## src/rtl/insn_encoder_if.sv

```systemverilog
// Field-bundle handshake plus instruction-memory write port of the instruction encoder.
// The encoder connects through the slave modport and its environment through master.
interface insn_encoder_if;
    logic        in_valid;
    logic        in_ready;
    logic [2:0]  op_sel;
    logic [4:0]  rd;
    logic [4:0]  rn;
    logic [4:0]  rm;
    logic [25:0] imm;
    logic [1:0]  hw;
    logic        imem_we;
    logic [63:0] imem_addr;
    logic [31:0] imem_wdata;
    logic        imem_ready;

    modport master (
        output in_valid, op_sel, rd, rn, rm, imm, hw, imem_ready,
        input  in_ready, imem_we, imem_addr, imem_wdata
    );

    modport slave (
        input  in_valid, op_sel, rd, rn, rm, imm, hw, imem_ready,
        output in_ready, imem_we, imem_addr, imem_wdata
    );
endinterface

```

## src/rtl/insn_encoder.sv

```systemverilog
// Assembles operation/field bundles into 32-bit A64 words and streams them into
// instruction memory at sequential addresses until HLT is written.
module insn_encoder #(
    parameter logic [63:0] BASE_ADDR = 64'h0,
    parameter int unsigned DEPTH     = 256
) (
    input  logic              clk,
    input  logic              rst,
    input  logic              start,
    insn_encoder_if.slave     bus,
    output logic [15:0]       word_count,
    output logic              done,
    output logic              err
);
    localparam logic [63:0] LIMIT_ADDR = BASE_ADDR + 64'(DEPTH) * 64'd4;

    typedef enum logic [1:0] {IDLE, RUN, DRAIN, DONE} stateT;
    typedef enum logic [2:0] {
        OP_HLT, OP_CBZ, OP_B, OP_MOVZ, OP_SUBI, OP_ADDI, OP_CMP, OP_ILL
    } opT;

    stateT       state;
    stateT       nextState;
    logic        weReg;
    logic [63:0] addrReg;
    logic [31:0] wdataReg;
    logic [15:0] countReg;
    logic        doneReg;
    logic        errReg;

    logic        accept;
    logic        drainNow;
    logic        illegal;
    logic        overflow;
    logic        loadWord;
    logic [63:0] targetAddr;
    opT          op;

    function automatic logic [31:0] encode(input opT o, input logic [4:0] rdF,
                                           input logic [4:0] rnF, input logic [4:0] rmF,
                                           input logic [25:0] immF, input logic [1:0] hwF);
        case (o)
            OP_HLT:  return 32'hD440_0000 | {11'b0, immF[15:0], 5'b0};
            OP_CBZ:  return 32'hB400_0000 | {8'b0, immF[18:0], rdF};
            OP_B:    return 32'h1400_0000 | {6'b0, immF[25:0]};
            OP_MOVZ: return 32'hD280_0000 | {9'b0, hwF, immF[15:0], rdF};
            OP_SUBI: return 32'hD100_0000 | {9'b0, hwF[0], immF[11:0], rnF, rdF};
            OP_ADDI: return 32'h9100_0000 | {9'b0, hwF[0], immF[11:0], rnF, rdF};
            OP_CMP:  return 32'hEB00_001F | {8'b0, hwF, 1'b0, rmF, immF[5:0], rnF, 5'b0};
            default: return 32'h0;
        endcase
    endfunction

    assign op       = opT'(bus.op_sel);
    assign accept   = bus.in_valid & bus.in_ready;
    assign drainNow = weReg & bus.imem_ready;
    // A bundle accepted while a word drains lands one slot past the draining word.
    assign targetAddr = weReg ? addrReg + 64'd4 : addrReg;
    assign illegal  = accept & (op == OP_ILL);
    assign overflow = accept & ~illegal & (targetAddr >= LIMIT_ADDR);
    assign loadWord = accept & ~illegal & ~overflow;

    // NOTE: sequential state uses non-blocking assignments so every register
    // samples the pre-edge values regardless of process evaluation order.
    always_ff @(posedge clk) begin
        if (rst) state <= IDLE;
        else     state <= nextState;
    end

    // NOTE: every combinational output gets a default first, so no path
    // through the case leaves it unassigned and infers a latch.
    always_comb begin
        nextState = state;
        if (start) begin
            nextState = RUN;
        end else begin
            case (state)
                RUN: begin
                    if (overflow)                        nextState = DONE;
                    else if (loadWord && op == OP_HLT)   nextState = DRAIN;
                end
                DRAIN:   if (drainNow) nextState = DONE;
                default: nextState = state;
            endcase
        end
    end

    // start wins over a same-cycle handshake, so the bundle is never accepted.
    always_comb begin
        bus.in_ready = 1'b0;
        if (state == RUN && !start) bus.in_ready = ~weReg | bus.imem_ready;
    end

    always_ff @(posedge clk) begin
        if (rst) begin
            weReg    <= 1'b0;
            addrReg  <= BASE_ADDR;
            wdataReg <= 32'h0;
            countReg <= 16'h0;
            doneReg  <= 1'b0;
            errReg   <= 1'b0;
        end else if (start) begin
            weReg    <= 1'b0;
            addrReg  <= BASE_ADDR;
            countReg <= 16'h0;
            doneReg  <= 1'b0;
            errReg   <= 1'b0;
        end else begin
            if (drainNow) begin
                addrReg  <= addrReg + 64'd4;
                countReg <= countReg + 16'd1;
                if (state == DRAIN) doneReg <= 1'b1;
            end
            if (loadWord) begin
                weReg    <= 1'b1;
                wdataReg <= encode(op, bus.rd, bus.rn, bus.rm, bus.imm, bus.hw);
            end else if (drainNow) begin
                weReg <= 1'b0;
            end
            if (illegal || overflow) errReg <= 1'b1;
        end
    end

    assign bus.imem_we    = weReg;
    assign bus.imem_addr  = addrReg;
    assign bus.imem_wdata = wdataReg;
    assign word_count     = countReg;
    assign done           = doneReg;
    assign err            = errReg;
endmodule

```

## src/flat_wrapper.sv

```systemverilog
// flat-port wrapper written by rule: the top's interface ports become plain ports
module insn_encoder_flat 
#(
    parameter logic [63:0] BASE_ADDR = 64'h0,
    parameter int unsigned DEPTH     = 256
)
  (clk, rst, start, word_count, done, err, bus_in_valid, bus_op_sel, bus_rd, bus_rn, bus_rm, bus_imm, bus_hw, bus_imem_ready, bus_in_ready, bus_imem_we, bus_imem_addr, bus_imem_wdata);
  insn_encoder_if bus_i ();
  input  logic clk;
  input  logic rst;
  input  logic start;
  output logic [15:0] word_count;
  output logic done;
  output logic err;
  input wire logic [$bits(bus_i.in_valid)-1:0] bus_in_valid;
  input wire logic [$bits(bus_i.op_sel)-1:0] bus_op_sel;
  input wire logic [$bits(bus_i.rd)-1:0] bus_rd;
  input wire logic [$bits(bus_i.rn)-1:0] bus_rn;
  input wire logic [$bits(bus_i.rm)-1:0] bus_rm;
  input wire logic [$bits(bus_i.imm)-1:0] bus_imm;
  input wire logic [$bits(bus_i.hw)-1:0] bus_hw;
  input wire logic [$bits(bus_i.imem_ready)-1:0] bus_imem_ready;
  output wire logic [$bits(bus_i.in_ready)-1:0] bus_in_ready;
  output wire logic [$bits(bus_i.imem_we)-1:0] bus_imem_we;
  output wire logic [$bits(bus_i.imem_addr)-1:0] bus_imem_addr;
  output wire logic [$bits(bus_i.imem_wdata)-1:0] bus_imem_wdata;
  assign bus_i.in_valid = bus_in_valid;
  assign bus_i.op_sel = bus_op_sel;
  assign bus_i.rd = bus_rd;
  assign bus_i.rn = bus_rn;
  assign bus_i.rm = bus_rm;
  assign bus_i.imm = bus_imm;
  assign bus_i.hw = bus_hw;
  assign bus_i.imem_ready = bus_imem_ready;
  assign bus_in_ready = bus_i.in_ready;
  assign bus_imem_we = bus_i.imem_we;
  assign bus_imem_addr = bus_i.imem_addr;
  assign bus_imem_wdata = bus_i.imem_wdata;
  insn_encoder #(.BASE_ADDR(BASE_ADDR), .DEPTH(DEPTH)) u_core (.clk(clk), .rst(rst), .start(start), .bus(bus_i), .word_count(word_count), .done(done), .err(err));
endmodule
```

## config.mk

```make
export PLATFORM = sky130hd
export DESIGN_NAME = insn_encoder_flat
export DESIGN_NICKNAME = d
export VERILOG_FILES = /design/src/rtl/insn_encoder_if.sv /design/src/rtl/insn_encoder.sv /design/src/flat_wrapper.sv
export SDC_FILE = /design/constraint.sdc
export NUM_CORES = 1
export LEC_CHECK = 0
export BUFFER_PORTS_ARGS = -buffer_cell sky130_fd_sc_hd__buf_2
export CAP_MARGIN = 10
export CORE_ASPECT_RATIO = 1.1
export CORE_MARGIN = 2
export CORE_UTILIZATION = 60
export DETAILED_ROUTE_END_ITERATION = 10
export PLACE_DENSITY_LB_ADDON = 0.08
export SLEW_MARGIN = 40
export SYNTH_ARGS = -nofsm -noshare
export SYNTH_HDL_FRONTEND = slang
export SYNTH_SLANG_ARGS = --single-unit
export TNS_END_PERCENT = 10
```

## constraint.sdc

```tcl
create_clock -name clk -period 7.8 [get_ports clk]
set_input_delay 0.78 -clock clk [delete_from_list [all_inputs] [get_ports clk]]
set_output_delay 0.78 -clock clk [all_outputs]
set_load 0.02 [all_outputs]
```

### After elaboration in Yosys (flattened, before gate mapping)

Cells that the tools add are included.

* bits in registers: 117

* $add $sub $neg: 2
* order comparisons: 1
* equal/unequal tests: 13
* multiplexer cells: 10
* bitwise operators: 11
* reduce and logical (&&, ||, !) cells: 13

Operator list (number)
* case mux 32 bit (7 select lines): 1
* adder 64 x 3 -> 64 bit, second input constant: 1
* >= comparator 64 x 11 -> 1 bit, second input constant: 1
* two-way mux 64 bit: 1
* adder 16 x 1 -> 16 bit, second input constant: 1
* equality test 3 bit, second input constant: 4
* AND 1 bit: 6
* equality test 3 x 2 -> 1 bit, second input constant: 2
* two-way mux 2 bit: 3
* AND reduction 3 bit: 2
* two-way mux 1 bit: 4
* != test 4 x 2 -> 1 bit, second input constant: 1
* NOT 1 bit: 4
* case mux 2 bit (2 select lines): 1
* AND reduction 2 bit: 2
* nonzero test 2 bit: 2
* equality test 3 x 1 -> 1 bit, second input constant: 1
* zero test 3 bit: 1
* != test 3 x 1 -> 1 bit, second input constant: 1
* != test 3 x 2 -> 1 bit, second input constant: 1
* nonzero test 3 bit: 1
* equality test 2 x 1 -> 1 bit, second input constant: 1
* equality test 2 bit, second input constant: 1
* logical AND 1 bit: 2
* other kinds (5): 5

### Depth between registers and ports, before layout

Gate-level depths: netlist (run 1).

* depth in word-level cells: 15
* mapped depth: 13
* mapped depth without buffers: 10

### Worst setup path before layout (run 1)

OpenSTA, ideal clock, no wires.

* path type: register to register
* start point: register u_core.addrReg[2], in the netlist u_core.bus.imem_addr[2]
* end point: register u_core.wdataReg[2], in the netlist u_core.bus.imem_wdata[2]
* setup time: 0.123 ns
* arrival: 3.226 ns
* path slack: 4.450 ns
* cell stages (with the launch flop): 12
* path buffers: 1
* path through: dfxtp_1 -> ha_1 -> nand3_1 -> or4_1 -> buf_2 -> nor3_1 -> nand4_1 -> a211o_1 -> a2111oi_2 -> nand4_1 -> nor3_4 -> mux2_1

* cells in the longest elaborated chain, start to end: 7

Ends and longest elaborated chain
* start, declared: RTL line insn_encoder.sv:25 `logic [63:0] addrReg;`
* start signal, assigned: RTL line insn_encoder.sv:110 `addrReg <= addrReg + 64'd4;`
* adder 64 x 3 -> 64 bit: RTL line insn_encoder.sv:58 `assign targetAddr = weReg ? addrReg + 64'd4 : addrReg;`
* two-way mux 64 bit *: RTL line insn_encoder.sv:58
* >= comparator 64 x 11 -> 1 bit *: RTL line insn_encoder.sv:60 `assign overflow = accept & ~illegal & (targetAddr >= LIMIT_ADDR);`
* AND 1 bit *: RTL line insn_encoder.sv:60
* NOT 1 bit *: RTL line insn_encoder.sv:61 `assign loadWord = accept & ~illegal & ~overflow;`
* AND 1 bit *: RTL line insn_encoder.sv:61
* AND reduction 2 bit (no source line) *
* end signal, assigned: RTL line insn_encoder.sv:116 `wdataReg <= encode(op, bus.rd, bus.rn, bus.rm, bus.imm, bus.hw);`
* end, declared: RTL line insn_encoder.sv:26 `logic [31:0] wdataReg;`

Mark *: on every way between the ends. The rest lies on a longest branch, timed or not.
A chain may end at the register's enable or synchronous reset.

### Worst setup path after layout (run 1)

* start point: register u_core.addrReg[6], in the netlist u_core.bus.imem_addr[6]
* end point: register u_core.wdataReg[2], in the netlist u_core.bus.imem_wdata[2]

Same word-level chain as after synthesis.

==> summary.md, run 1 <==
| Metric | Value |
|---|---|
| P_int | `1.21 mW` |
| Yosys warns | `0` |
| Reg-to-Reg End | `u_core.bus.imem_wdata[2]$_SDFFE_PP0P_` |
| Synthesized area | `7570 um2` |
| Setup crit start kind | `register` |
| Critical path endpoint | `u_core.bus.imem_wdata[2]$_SDFFE_PP0P_` |
| Highest clock rate | `around 220 MHz` |
| Setup Total Neg Slack | `0 ns` |
| Die width | `111 um` |
| VDD IR-drop max | `0.141 mV` |
| Crit path kind | `register to register` |
| Leakage Power | `3.33 nW` |
| Clock Latency Late Sink | `0.42 ns` |
| Setup Buffers After CTS | `0` |
| Initial core utilization | `60.7%` |
| Number of synthesized flops with an enable pin | `0` |
| Reg2reg start | `u_core.bus.imem_addr[6]$_SDFFE_PP0P_` |
| Syn avg cell area | `7.62 um2` |
| Top cell type's share of synthesized area | `30.4%` |
| Layout Utilization | `70.3%` |
| Sw Pwr | `0.349 mW` |
| Most common cell in the synthesized netlist | `nor2_1` |
| Final period util | `57.1%` |
| Required @ worst endpoint | `about 8 ns` |
| Reg2Reg Setup Slack | `about 3.3 ns` |
| Largest net degree at the start of global routing | `55` |
| Worst Hold Launch | `u_core.bus.imem_wdata[3]$_SDFFE_PP0P_` |
| Seq cells post-synth | `115` |
| Synth Flop Type | `dfxtp_1` |
| Root buffer cell | `clkbuf_16` |
| Hold depth | `2` |
| Post-DP Area | `approximately 8000 um2` |
| Commonest cells post-synth | `nor2_1 (121), dfxtp_1 (115), nand2_1 (94), a21oi_1 (58), nand4_1 (49)` |
| # diodes | `0` |
| Filler Cell Count | `between 1000 and 1500` |
| Layout cells sized above 1 | `between 20% and 30%` |
| Worst EP arrival | `4.76 ns` |
| Routed WL | `21600 um` |
| Placer Congestion | `0.930` |
| Max Cap Viol | `0` |
| Worst Setup SP | `u_core.bus.imem_addr[6]$_SDFFE_PP0P_` |
| Slew @ Worst Pin | `between 0.7 and 0.8 ns` |
| Sequential-to-total area share from yosys stat | `30.4%` |
| Layout Nets | `1144` |
| Port Buffer Count | `164` |
| Power Density | `approximately 180 nW/um2` |
| WL per Instance | `about 17 um` |
| Combinational power share | `7.5%` |
| IO Pins | `167` |
| Fin area | `8770 um2` |
| Post-synth top area cell | `dfxtp_1` |
| Final hold violation count | `0` |
| Slew Limit Fails | `0` |
| DRT iter0 DRCs | `630` |
| Switching share of power | `between 20% and 30%` |
| CP Max Fanout | `24` |
| Die H | `122 um` |
| Resized Gates After CTS | `0` |
| Pre-antenna DRT Iters | `6` |
| Clock sinks | `115` |
| Core ar. | `12500 um2` |
| CP endpoint kind | `register` |
| Grt ovf | `0` |
| Hold slack | `0.448 ns` |
| Ranking of synthesized cells by area | `dfxtp_1 (30%), nor2_1 (6.0%), xnor2_1 (4.9%)` |
| Hold Crit Class | `register to register` |
| Vias in the first global route | `6945` |
| Pre-CTS setup slack | `3.48 ns` |
| Mapped Cells | `994` |
| Max_slew headroom | `48.4%` |
| Post-DP HPWL | `15200 um` |
| CTS tree | `done` |
| Setup-failing EPs final | `0` |
| First-pass GRT wire length | `34600 um` |
| DRC Markers | `0` |
| DRT antenna net count | `0` |
| Hold_buf cts | `0` |
| Worst-path clk slew | `approximately 0.050 ns` |
| DR vias/cell | `6.16` |
| Via count | `7751` |
| Die area | `13500 um2` |
| Library cells used by synthesis | `70` |
| RSZ-0062 raised after global routing | `no` |
| Register Area | `2300 um2` |
| Area delta synth->final | `15.8%` |
| Clock Skews | `0.00986 ns` |
| Antenna violations before repair | `0` |
| CTS buffer count | `17` |
| # rows | `43` |
| Clock power frac | `a little over half` |
| Reg2Reg Depth | `10` |
| GRT Overall Usage | `31.4%` |
| Clock Tree Buf Depth | `2` |
| Multi-input logic area | `4690 um2` |
| Status | `complete, no violations` |
| H-tree depth | `4` |
| Sequential Power Share | `roughly two fifths` |
| Final min period | `4.46 ns` |
| Async SR Flop Fraction | `0%` |
| Worst Slack Setup Final | `3.34 ns` |
-- power by group through the flow --
stage,Combinational [mW],Clock (mW),Sequential [mW]
3_5_place_dp,0.114,0,0.612
4_1_cts,0.115,0.846,0.600
5_1_grt,0.129,0.875,0.600
3_3_place_gp,0.113,0,0.612
2_1_floorplan,0.0755,0,0.618
6_report,0.117,0.837,0.600
-- worst max-delay path: stages (launching register included) --
cell,delay [ns]
dfxtp_1,0.42
nand3_1,0.45
or4_1,0.76
nor3_1,0.25
nand4_1,0.15
a211o_1,0.33
a2111oi_2,0.42
nand4_1,0.54
nor3_4,0.27
buf_4,0.38
mux2_1,0.36
-- sequential cells by signal (all words and copies together), names as in the netlist --
register               flops
u_core.done                1
u_core.bus.imem_wdata     32
u_core.bus.imem_we         1
u_core.bus.imem_addr      62
u_core.err                 1
u_core.word_count         16
u_core.state               2
-- worst min path at each step --
stage,endpoint,slack [ns]
final,u_core.bus.imem_wdata[3]$_SDFFE_PP0P_,0.45
after global routing,u_core.bus.imem_wdata[13]$_SDFFE_PP0P_,0.48
after CTS,u_core.bus.imem_wdata[3]$_SDFFE_PP0P_,0.45
after detailed placement,u_core.bus.imem_wdata[3]$_SDFFE_PP0P_,0.44
after global placement,u_core.bus.imem_wdata[3]$_SDFFE_PP0P_,0.44
after floorplan,u_core.state[1]$_SDFFE_PP0P_,0.49
-- cells by family (layout without fill, tap and decap cells) --
| group | after synthesis | after routing | share of synthesized area (%) |
|---|---|---|---|
| and+or+nand+nor | 468 | 468 | 32.2 |
| AOI/OAI and AO/OA | 194 | 194 | 17.0 |
| DFF | 115 | 115 | 30.4 |
| buffers and inverters | 113 | 220 | 7.87 |
| xor gates and xnor gates | 80 | 80 | 9.25 |
| muxes | 19 | 19 | 2.54 |
| adders and majority gates | 4 | 4 | 0.661 |
| other | 1 | 2 | 0.0495 |
-- per-layer routing --
layer	up-vias	track usage [%]	wire length, um
met5	-	0	0
met4	0	14.7	767
met3	60	7.41	1530
met2	345	51.8	10200
met1	3572	39.3	9170
li1	3774	-	-
-- placed cells by master, fill, tap and decap left out, types with 6 or more instances in the layout --
master | netlist | routed
nor4_1 | 21 | 20
o21ai_0 | 29 | 29
nand3_1 | 39 | 39
inv_1 | 19 | 19
or2_2 | 8 | 8
mux2i_1 | 17 | 17
dfxtp_1 | 115 | 115
o311ai_0 | 6 | 6
nor3_1 | 31 | 31
xor2_1 | 38 | 38
nor2_1 | 121 | 121
o211ai_1 | 11 | 11
clkbuf_16 | 0 | 17
a31oi_1 | 12 | 12
and3_1 | 12 | 12
nor2b_1 | 15 | 14
nand2_1 | 94 | 94
or4_1 | 11 | 11
xnor2_1 | 42 | 42
and4_1 | 11 | 11
or3_1 | 24 | 24
buf_2 | 21 | 164
a21oi_1 | 58 | 58
nand4_1 | 49 | 49
and2_1 | 7 | 7
a2111oi_0 | 7 | 7
o2111ai_1 | 10 | 10
o31ai_1 | 14 | 14
a211oi_1 | 13 | 13
-- per-stage QoR --
stage	instances	total power [mW]
after detailed placement	1226	0.726
after global placement	1226	0.725
final	1259	1.55
after floorplan	995	0.694
after global routing	1259	1.60
after CTS	1258	1.56
-- final cells by class --
type                            instances  share of cell area, %
Multi-Input combinational cell        767                   53.4
Sequential cell                       115                   26.2
Timing Repair Buffer                  168                   9.93
Clock buffer                           24                   5.61
Tap cell                              157                   2.24
Clock inverter                          8                   1.68
Inverter                               20                  0.856
No activity file was read; power rests on OpenSTA's default activity.
==> run 2: changes to the inputs <==
--- a/config.mk
+++ b/config.mk
@@ -9,7 +9,7 @@
 export CAP_MARGIN = 10
 export CORE_ASPECT_RATIO = 1.1
 export CORE_MARGIN = 2
-export CORE_UTILIZATION = 60
+export CORE_UTILIZATION = 55
 export DETAILED_ROUTE_END_ITERATION = 10
 export PLACE_DENSITY_LB_ADDON = 0.08
 export SLEW_MARGIN = 40
==> constraint.sdc (replaced) <==
create_clock -name clk -period 4.4 [get_ports clk]
set_input_delay 0.44 -clock clk [delete_from_list [all_inputs] [get_ports clk]]
set_output_delay 0.44 -clock clk [all_outputs]
set_load 0.02 [all_outputs]
==> summary.md, run 2 (same netlist as run 1, synthesis figures left out) <==
| Metric | Value |
|---|---|
| Worst Slack Setup Final | `0.455 ns (-2.89 ns)` |
| RSZ-0062 raised after global routing | `no` |
| Max_slew headroom | `48.5% (+0.086 points)` |
| Clock Skews | `0.00815 ns (-0.00171 ns)` |
| Pre-CTS setup slack | `0.508 ns (-2.97 ns)` |
| Buf+Inv Stages, Crit Path | `1 (unchanged)` |
| Slew @ Worst Pin | `0.771 ns (-0.00181 ns)` |
| H-tree depth | `4 (unchanged)` |
| Die H | `127 um (+4.3%)` |
| CTS buffer count | `17 (unchanged)` |
| Max Cap Viol | `0 (unchanged)` |
| Commonest non-fill, non-tap cell in the layout | `buf_2` |
| Layout cells sized above 1 | `21.4% (+0.73 points)` |
| Post-DP Area | `8230 um2 (+1.5%)` |
| Worst EP arrival | `4.28 ns (-0.48 ns)` |
| Required @ worst endpoint | `4.74 ns (-3.36 ns)` |
| Antenna violations before repair | `0 (unchanged)` |
| Vias in the first global route | `6969 (+0.35%)` |
| DRT iter0 DRCs | `638 (+1.3%)` |
| CP endpoint kind | `register` |
| Final hold violation count | `0 (unchanged)` |
| Final period util | `89.7% (+33 points)` |
| Commonest non-fill, non-tap cells in the layout | `buf_2 (163), nor2_1 (121), dfxtp_1 (115), nand2_1 (94), a21oi_1 (58)` |
| Final min period | `3.94 ns (-0.512 ns)` |
| Slowest stage cell, crit path | `nor4_2` |
| Reg2Reg Setup Slack | `0.46 ns (-2.89 ns)` |
| Critical path, cell by cell | `nand3_1, nor4_2, and4_1, o2111ai_1, a211o_1, o41ai_2, nand4_2, nor3_4, buf_4, mux2i_1` |
| Resized Gates After CTS | `0 (unchanged)` |
| DRT antenna net count | `0 (unchanged)` |
| Setup Total Neg Slack | `0 ns (unchanged)` |
| Largest net degree at the start of global routing | `55 (unchanged)` |
| Area delta synth->final | `16.9%` |
| Worst-path clk slew | `0.06 ns (about the same)` |
| Total Power | `2.74 mW (+76%)` |
| Crit path kind | `register to register` |
| Root buffer cell | `clkbuf_16` |
| Highest clock rate | `254 MHz (+13%)` |
| Pre-antenna DRT Iters | `5 (-1)` |
| Power Density | `309 nW/um2 (+74%)` |
| Setup Buffers After CTS | `0 (unchanged)` |
| VDD IR-drop max | `0.202 mV (+43%)` |
| CTS tree | `done` |
| Slew Limit Fails | `0 (unchanged)` |
| Die width | `116 um (+4.3%)` |
| Layout Nets | `1154 (+0.87%)` |
| Via count | `7767 (+0.21%)` |
| Port Buffer Count | `164 (unchanged)` |
| Max incr delay on CP | `0.54 ns (-0.22 ns)` |
| WL per Instance | `16.9 um (-1.5%)` |
| Clock sinks | `115 (unchanged)` |
| Fin area | `8850 um2 (+0.96%)` |
| CP Max Fanout | `14 (-42%)` |
| Die area | `14700 um2 (+8.8%)` |
| Max FFs per register | `62 (unchanged)` |
| DR vias/cell | `6.00 (-2.6%)` |
| Cell family with most CP delay | `simple AND/OR/NAND/NOR gates` |
| Grt ovf | `0 (unchanged)` |
| IO Pins | `167 (unchanged)` |
| Clock Latency Late Sink | `0.41 ns (about the same)` |
| GRT Overall Usage | `29.4% (-2.1 points)` |
| Initial core utilization | `56.8% (-3.8 points)` |
| # rows | `44 (+2.3%)` |
| Routed WL | `21900 um (+1.3%)` |
| Hold Crit Class | `input port to register` |
| Status | `complete, no violations` |
| Core ar. | `13300 um2 (+6.7%)` |
| Setup crit start kind | `register` |
| # diodes | `0 (unchanged)` |
| Leakage Power | `3.37 nW (+1.0%)` |
| Hold_buf cts | `0 (unchanged)` |
| First-pass GRT wire length | `35000 um (+1.0%)` |
| Clock Tree Buf Depth | `2 (unchanged)` |
| Setup-failing EPs final | `0 (unchanged)` |
| Post-DP HPWL | `15800 um (+3.9%)` |
| Placer Congestion | `0.991 (+6.6%)` |
| DRC Markers | `0 (unchanged)` |
run 2: changes by cell type in the layout (fill, tap and decap cells not counted), moves of 2 or more:
cell | previous run | this run
clkbuf_1 | 3 | 1
clkinvlp_4 | 0 | 2
clkbuf_8 | 4 | 1
inv_6 | 0 | 2
buf_4 | 3 | 14
run 2: worst paths after layout:
path                                               start                                     end  cells past startpoint
hold reg to reg   u_core.bus.imem_wdata[12]$_SDFFE_PP0P_  u_core.bus.imem_wdata[12]$_SDFFE_PP0P_                      2
setup reg to reg    u_core.bus.imem_addr[6]$_SDFFE_PP0P_  u_core.bus.imem_wdata[22]$_SDFFE_PP0P_                     10
hold / removal                                     start                 u_core.err$_SDFFE_PP0P_                      3
setup / recovery    u_core.bus.imem_addr[6]$_SDFFE_PP0P_  u_core.bus.imem_wdata[22]$_SDFFE_PP0P_                     10
run 2: stage by stage:
step	util, %	hold slack [ns]	std cells
after floorplan	-	0.488	995
after global placement	61.7	0.440	1264
after detailed placement	61.8	0.442	1264
after CTS	66.4	0.362	1295
after global routing	66.5	0.377	1295
final	66.5	0.383	1295
run 2: report_power, final:
part | internal, mW | switching, mW | leakage (nW)
Sequential | 1.05 | 0.00762 | 0.928
Clock | 0.962 | 0.505 | 0.300
Combinational | 0.0752 | 0.135 | 2.14
Total | 2.09 | 0.647 | 3.37
run 2: worst min-delay path: stages:
cell	delay [ns]
buf_2	0.13
nor2_1	0.08
o21a_1	0.10
run 2: final cells by class:
type | count | area (um2)
clock inverter | 12 | 180
timing repair buffer | 178 | 941
inverter | 20 | 75.1
multi-input combinational | 767 | 4680
fill | 1262 | 4470
clock buffer | 19 | 443
tap | 184 | 230
sequential | 115 | 2300
run 2: routing by layer:
metal  part of all wire (%)  track usage [%]
met1                     43             37.7
met2                     48             48.9
met3                    6.6             6.45
met4                    2.2             9.66
met5                      0                0
==> run 3: changes to the inputs <==
--- a/config.mk
+++ b/config.mk
@@ -5,6 +5,7 @@
 export SDC_FILE = /design/constraint.sdc
 export NUM_CORES = 1
 export LEC_CHECK = 0
+export ABC_AREA = 1
 export BUFFER_PORTS_ARGS = -buffer_cell sky130_fd_sc_hd__buf_2
 export CAP_MARGIN = 10
 export CORE_ASPECT_RATIO = 1.1
==> summary.md, run 3 <==
| Metric | Value |
|---|---|
| Reg2reg start | `u_core.bus.imem_addr[2]$_SDFFE_PP0P_` |
| Ranking of synthesized cells by area | `dfxtp_1 (31%), nand2_1 (18%), nor2_1 (11%)` |
| Max Cap Viol | `0 (unchanged)` |
| Placer Congestion | `1.05 (+6.2%)` |
| Max incr delay on CP | `0.54 ns (about the same)` |
| Filler Cell Count | `1235 (-2.1%)` |
| DRC Markers | `0 (unchanged)` |
| Die width | `115 um (-0.68%)` |
| Critical path, cell by cell | `ha_1, nand3_1, nor2_1, buf_4, nand2_1, nand2_1, nand2_1, nor2_1, nor2_1, a21oi_1, nand3_1, nor2_1, nand3_1, nor3_4, buf_12, o211ai_1, nand2_1, nor2_1` |
| CP Max Fanout | `62 (+48)` |
| Worst Slack Setup Final | `0.816 ns (+0.360 ns)` |
| DR vias/cell | `5.61 (-6.5%)` |
| Setup-failing EPs final | `0 (unchanged)` |
| Die H | `126 um (-0.68%)` |
| Clock Skews | `0.0119 ns (+0.00372 ns)` |
| Root buffer cell | `clkbuf_16` |
| Sequential-to-total area share from yosys stat | `30.8% (+0.43 points)` |
| Worst Hold Launch | `start` |
| Required @ worst endpoint | `4.69 ns (-0.05 ns)` |
| Die area | `14500 um2 (-1.4%)` |
| Worst Setup SP | `u_core.bus.imem_addr[2]$_SDFFE_PP0P_` |
| Commonest cells post-synth | `nand2_1 (355), nor2_1 (211), inv_1 (168), dfxtp_1 (115), nand3_1 (83)` |
| Number of synthesized flops with an enable pin | `0 (unchanged)` |
| # rows | `44 (unchanged)` |
| Slew Limit Fails | `0 (unchanged)` |
| Synthesized area | `7470 um2 (-1.4%)` |
| # diodes | `0 (unchanged)` |
| CP endpoint kind | `register` |
| Worst EP arrival | `3.87 ns (-0.41 ns)` |
| Hold Crit Class | `input port to register` |
| RSZ-0062 raised after global routing | `no` |
| Seq cells post-synth | `115 (unchanged)` |
| Total Power | `2.81 mW (+2.7%)` |
| Slowest stage cell, crit path | `nor2_1` |
| Resized Gates After CTS | `0 (unchanged)` |
| Most common cell in the synthesized netlist | `nand2_1` |
| Status | `complete, no violations` |
| Max FFs per register | `62 (unchanged)` |
| Vias in the first global route | `7921 (+14%)` |
| Critical Path Most Common Cell | `nor2_1` |
| Port Buffer Count | `164 (unchanged)` |
| CTS tree | `done` |
| Hold depth | `3 (unchanged)` |
| DRT iter0 DRCs | `832 (+30%)` |
| Grt ovf | `0 (unchanged)` |
| Largest net degree at the start of global routing | `78 (+42%)` |
| Area delta synth->final | `21.0%` |
| Reg2Reg Depth | `18 (+8)` |
| Power Density | `311 nW/um2 (+0.62%)` |
| Slew @ Worst Pin | `0.826 ns (+0.0557 ns)` |
| Crit path kind | `register to register` |
| Pre-antenna DRT Iters | `5 (unchanged)` |
| VDD IR-drop max | `0.258 mV (+28%)` |
| Setup crit start kind | `register` |
| DRT antenna net count | `0 (unchanged)` |
| Synth Flop Type | `dfxtp_1` |
| Via count | `8913 (+15%)` |
| Clock sinks | `115 (unchanged)` |
| Min-Delay Endpoint | `u_core.state[0]$_SDFFE_PP0P_` |
| GRT Overall Usage | `35.3% (+5.9 points)` |
| Setup Buffers After CTS | `0 (unchanged)` |
| Syn avg cell area | `5.92 um2 (-22%)` |
| Routed WL | `25800 um (+17%)` |
| Mapped Cells | `1262 (+27%)` |
| CTS buffer count | `17 (unchanged)` |
| Leakage Power | `4.33 nW (+29%)` |
| H-tree depth | `4 (unchanged)` |
| Top cell type's share of synthesized area | `30.8% (+0.43 points)` |
| Setup Total Neg Slack | `0 ns (unchanged)` |
| Pre-CTS setup slack | `0.934 ns (+0.426 ns)` |
| Hold slack | `0.304 ns (-0.0785 ns)` |
| Core ar. | `13200 um2 (-0.83%)` |
| Clock Latency Late Sink | `0.43 ns (+0.02 ns)` |
| Yosys warns | `0 (unchanged)` |
| Final hold violation count | `0 (unchanged)` |
| Reg-to-Reg End | `u_core.bus.imem_wdata[6]$_SDFFE_PP0P_` |
| IO Pins | `167 (unchanged)` |
| Highest clock rate | `279 MHz (+10%)` |
| Reg2Reg Setup Slack | `0.82 ns (+0.36 ns)` |
| Final period util | `81.5% (-8.2 points)` |
| Commonest non-fill, non-tap cells in the layout | `nand2_1 (354), nor2_1 (210), inv_1 (168), buf_2 (164), dfxtp_1 (115)` |
| Library cells used by synthesis | `37 (-47%)` |
| Antenna violations before repair | `0 (unchanged)` |
| Final min period | `3.58 ns (-0.360 ns)` |
| Post-synth top area cell | `dfxtp_1` |
| WL per Instance | `16.2 um (-4.3%)` |
| First-pass GRT wire length | `40300 um (+15%)` |
| Layout Nets | `1471 (+27%)` |
| Layout cells sized above 1 | `15.8% (-5.6 points)` |
| Async SR Flop Fraction | `0% (unchanged)` |
| Worst-path clk slew | `0.07 ns (about the same)` |
| Post-DP HPWL | `19200 um (+22%)` |
| Clock Tree Buf Depth | `2 (unchanged)` |
| Hold_buf cts | `0 (unchanged)` |
| Max_slew headroom | `44.8% (-3.7 points)` |
| Commonest non-fill, non-tap cell in the layout | `nand2_1` |
| Initial core utilization | `56.5% (-0.33 points)` |
-- run 3: cell count changes after synthesis, sizes merged, moves of 24 or more --
| cell | before | now |
|---|---|---|
| nand2 | 94 | 358 |
| inv | 20 | 174 |
| nor2 | 121 | 219 |
| o211ai | 11 | 56 |
| nand3 | 40 | 83 |
| xnor2 | 42 | 0 |
| buf | 45 | 12 |
| nand4 | 51 | 23 |
| o21ai | 34 | 62 |
| nor4 | 26 | 0 |
| or3 | 26 | 0 |
| xor2 | 38 | 14 |
-- run 3: worst max path at each step --
stage	end	slack (ns)	depth (start not counted)
after floorplan	u_core.bus.imem_wdata[21]$_SDFFE_PP0P_	1.60	18
after global placement	u_core.bus.imem_wdata[8]$_SDFFE_PP0P_	0.95	18
after detailed placement	u_core.bus.imem_wdata[6]$_SDFFE_PP0P_	0.93	18
after CTS	u_core.bus.imem_wdata[6]$_SDFFE_PP0P_	0.91	18
after global routing	u_core.bus.imem_wdata[30]$_SDFFE_PP0P_	0.57	18
final	u_core.bus.imem_wdata[6]$_SDFFE_PP0P_	0.82	18
-- run 3: kinds of logic (layout without fill, tap and decap cells) --
group / after synthesis / in the layout / share of synthesized area (%)
AO/OA/AOI/OAI: 198 / 198 / 16.1
buffers and inverters: 217 / 383 / 11.2
flip-flops: 115 / 115 / 30.8
adder cells (fa/ha/maj): 4 / 4 / 0.670
XOR/XNOR: 14 / 14 / 1.64
AND/OR/NAND/NOR: 713 / 713 / 39.4
other: 1 / 2 / 0.0502
-- run 3: worst max-delay path: cells and delay by family, from the launching register on --
| family | cells | cell delay, ns |
|---|---|---|
| AND/OR/NAND/NOR | 13 | 1.95 |
| adder cells (fa/ha/maj) | 1 | 0.28 |
| AO/OA/AOI/OAI | 2 | 0.24 |
| flip-flops | 1 | 0.45 |
| buffers and inverters | 2 | 0.53 |
-- run 3: layout make-up --
| class | instances | area [um2] | share of cell area, % |
|---|---|---|---|
| multi-input combinational | 931 | 4340 | 48.0 |
| sequential | 115 | 2300 | 25.5 |
| timing repair buffer | 173 | 901 | 9.97 |
| inverter | 178 | 668 | 7.40 |
| clock buffer | 18 | 429 | 4.75 |
| tap | 161 | 201 | 2.23 |
| clock inverter | 14 | 193 | 2.13 |
-- run 3: routing by layer --
metal	GRT usage, %	vias up	part of all wire [%]
li1	-	4391	-
met3	7.99	59	9.9
met4	12.8	0	3.0
met5	0	-	0
met1	49.0	4027	43
met2	53.6	436	44
-- run 3: power breakdown --
group	internal, mW	switching (mW)
clock	0.911	0.563
combinational	0.0880	0.171
sequential	1.06	0.0154
total	2.06	0.749
-- run 3: stage by stage --
step | utilization, % | instance area [um2] | std cells
2_1_floorplan | - | 7470 | 1263
3_3_place_gp | 63.7 | 8410 | 1558
3_5_place_dp | 63.7 | 8410 | 1558
4_1_cts | 68.4 | 9030 | 1590
5_1_grt | 68.4 | 9030 | 1590
6_report | 68.4 | 9030 | 1590
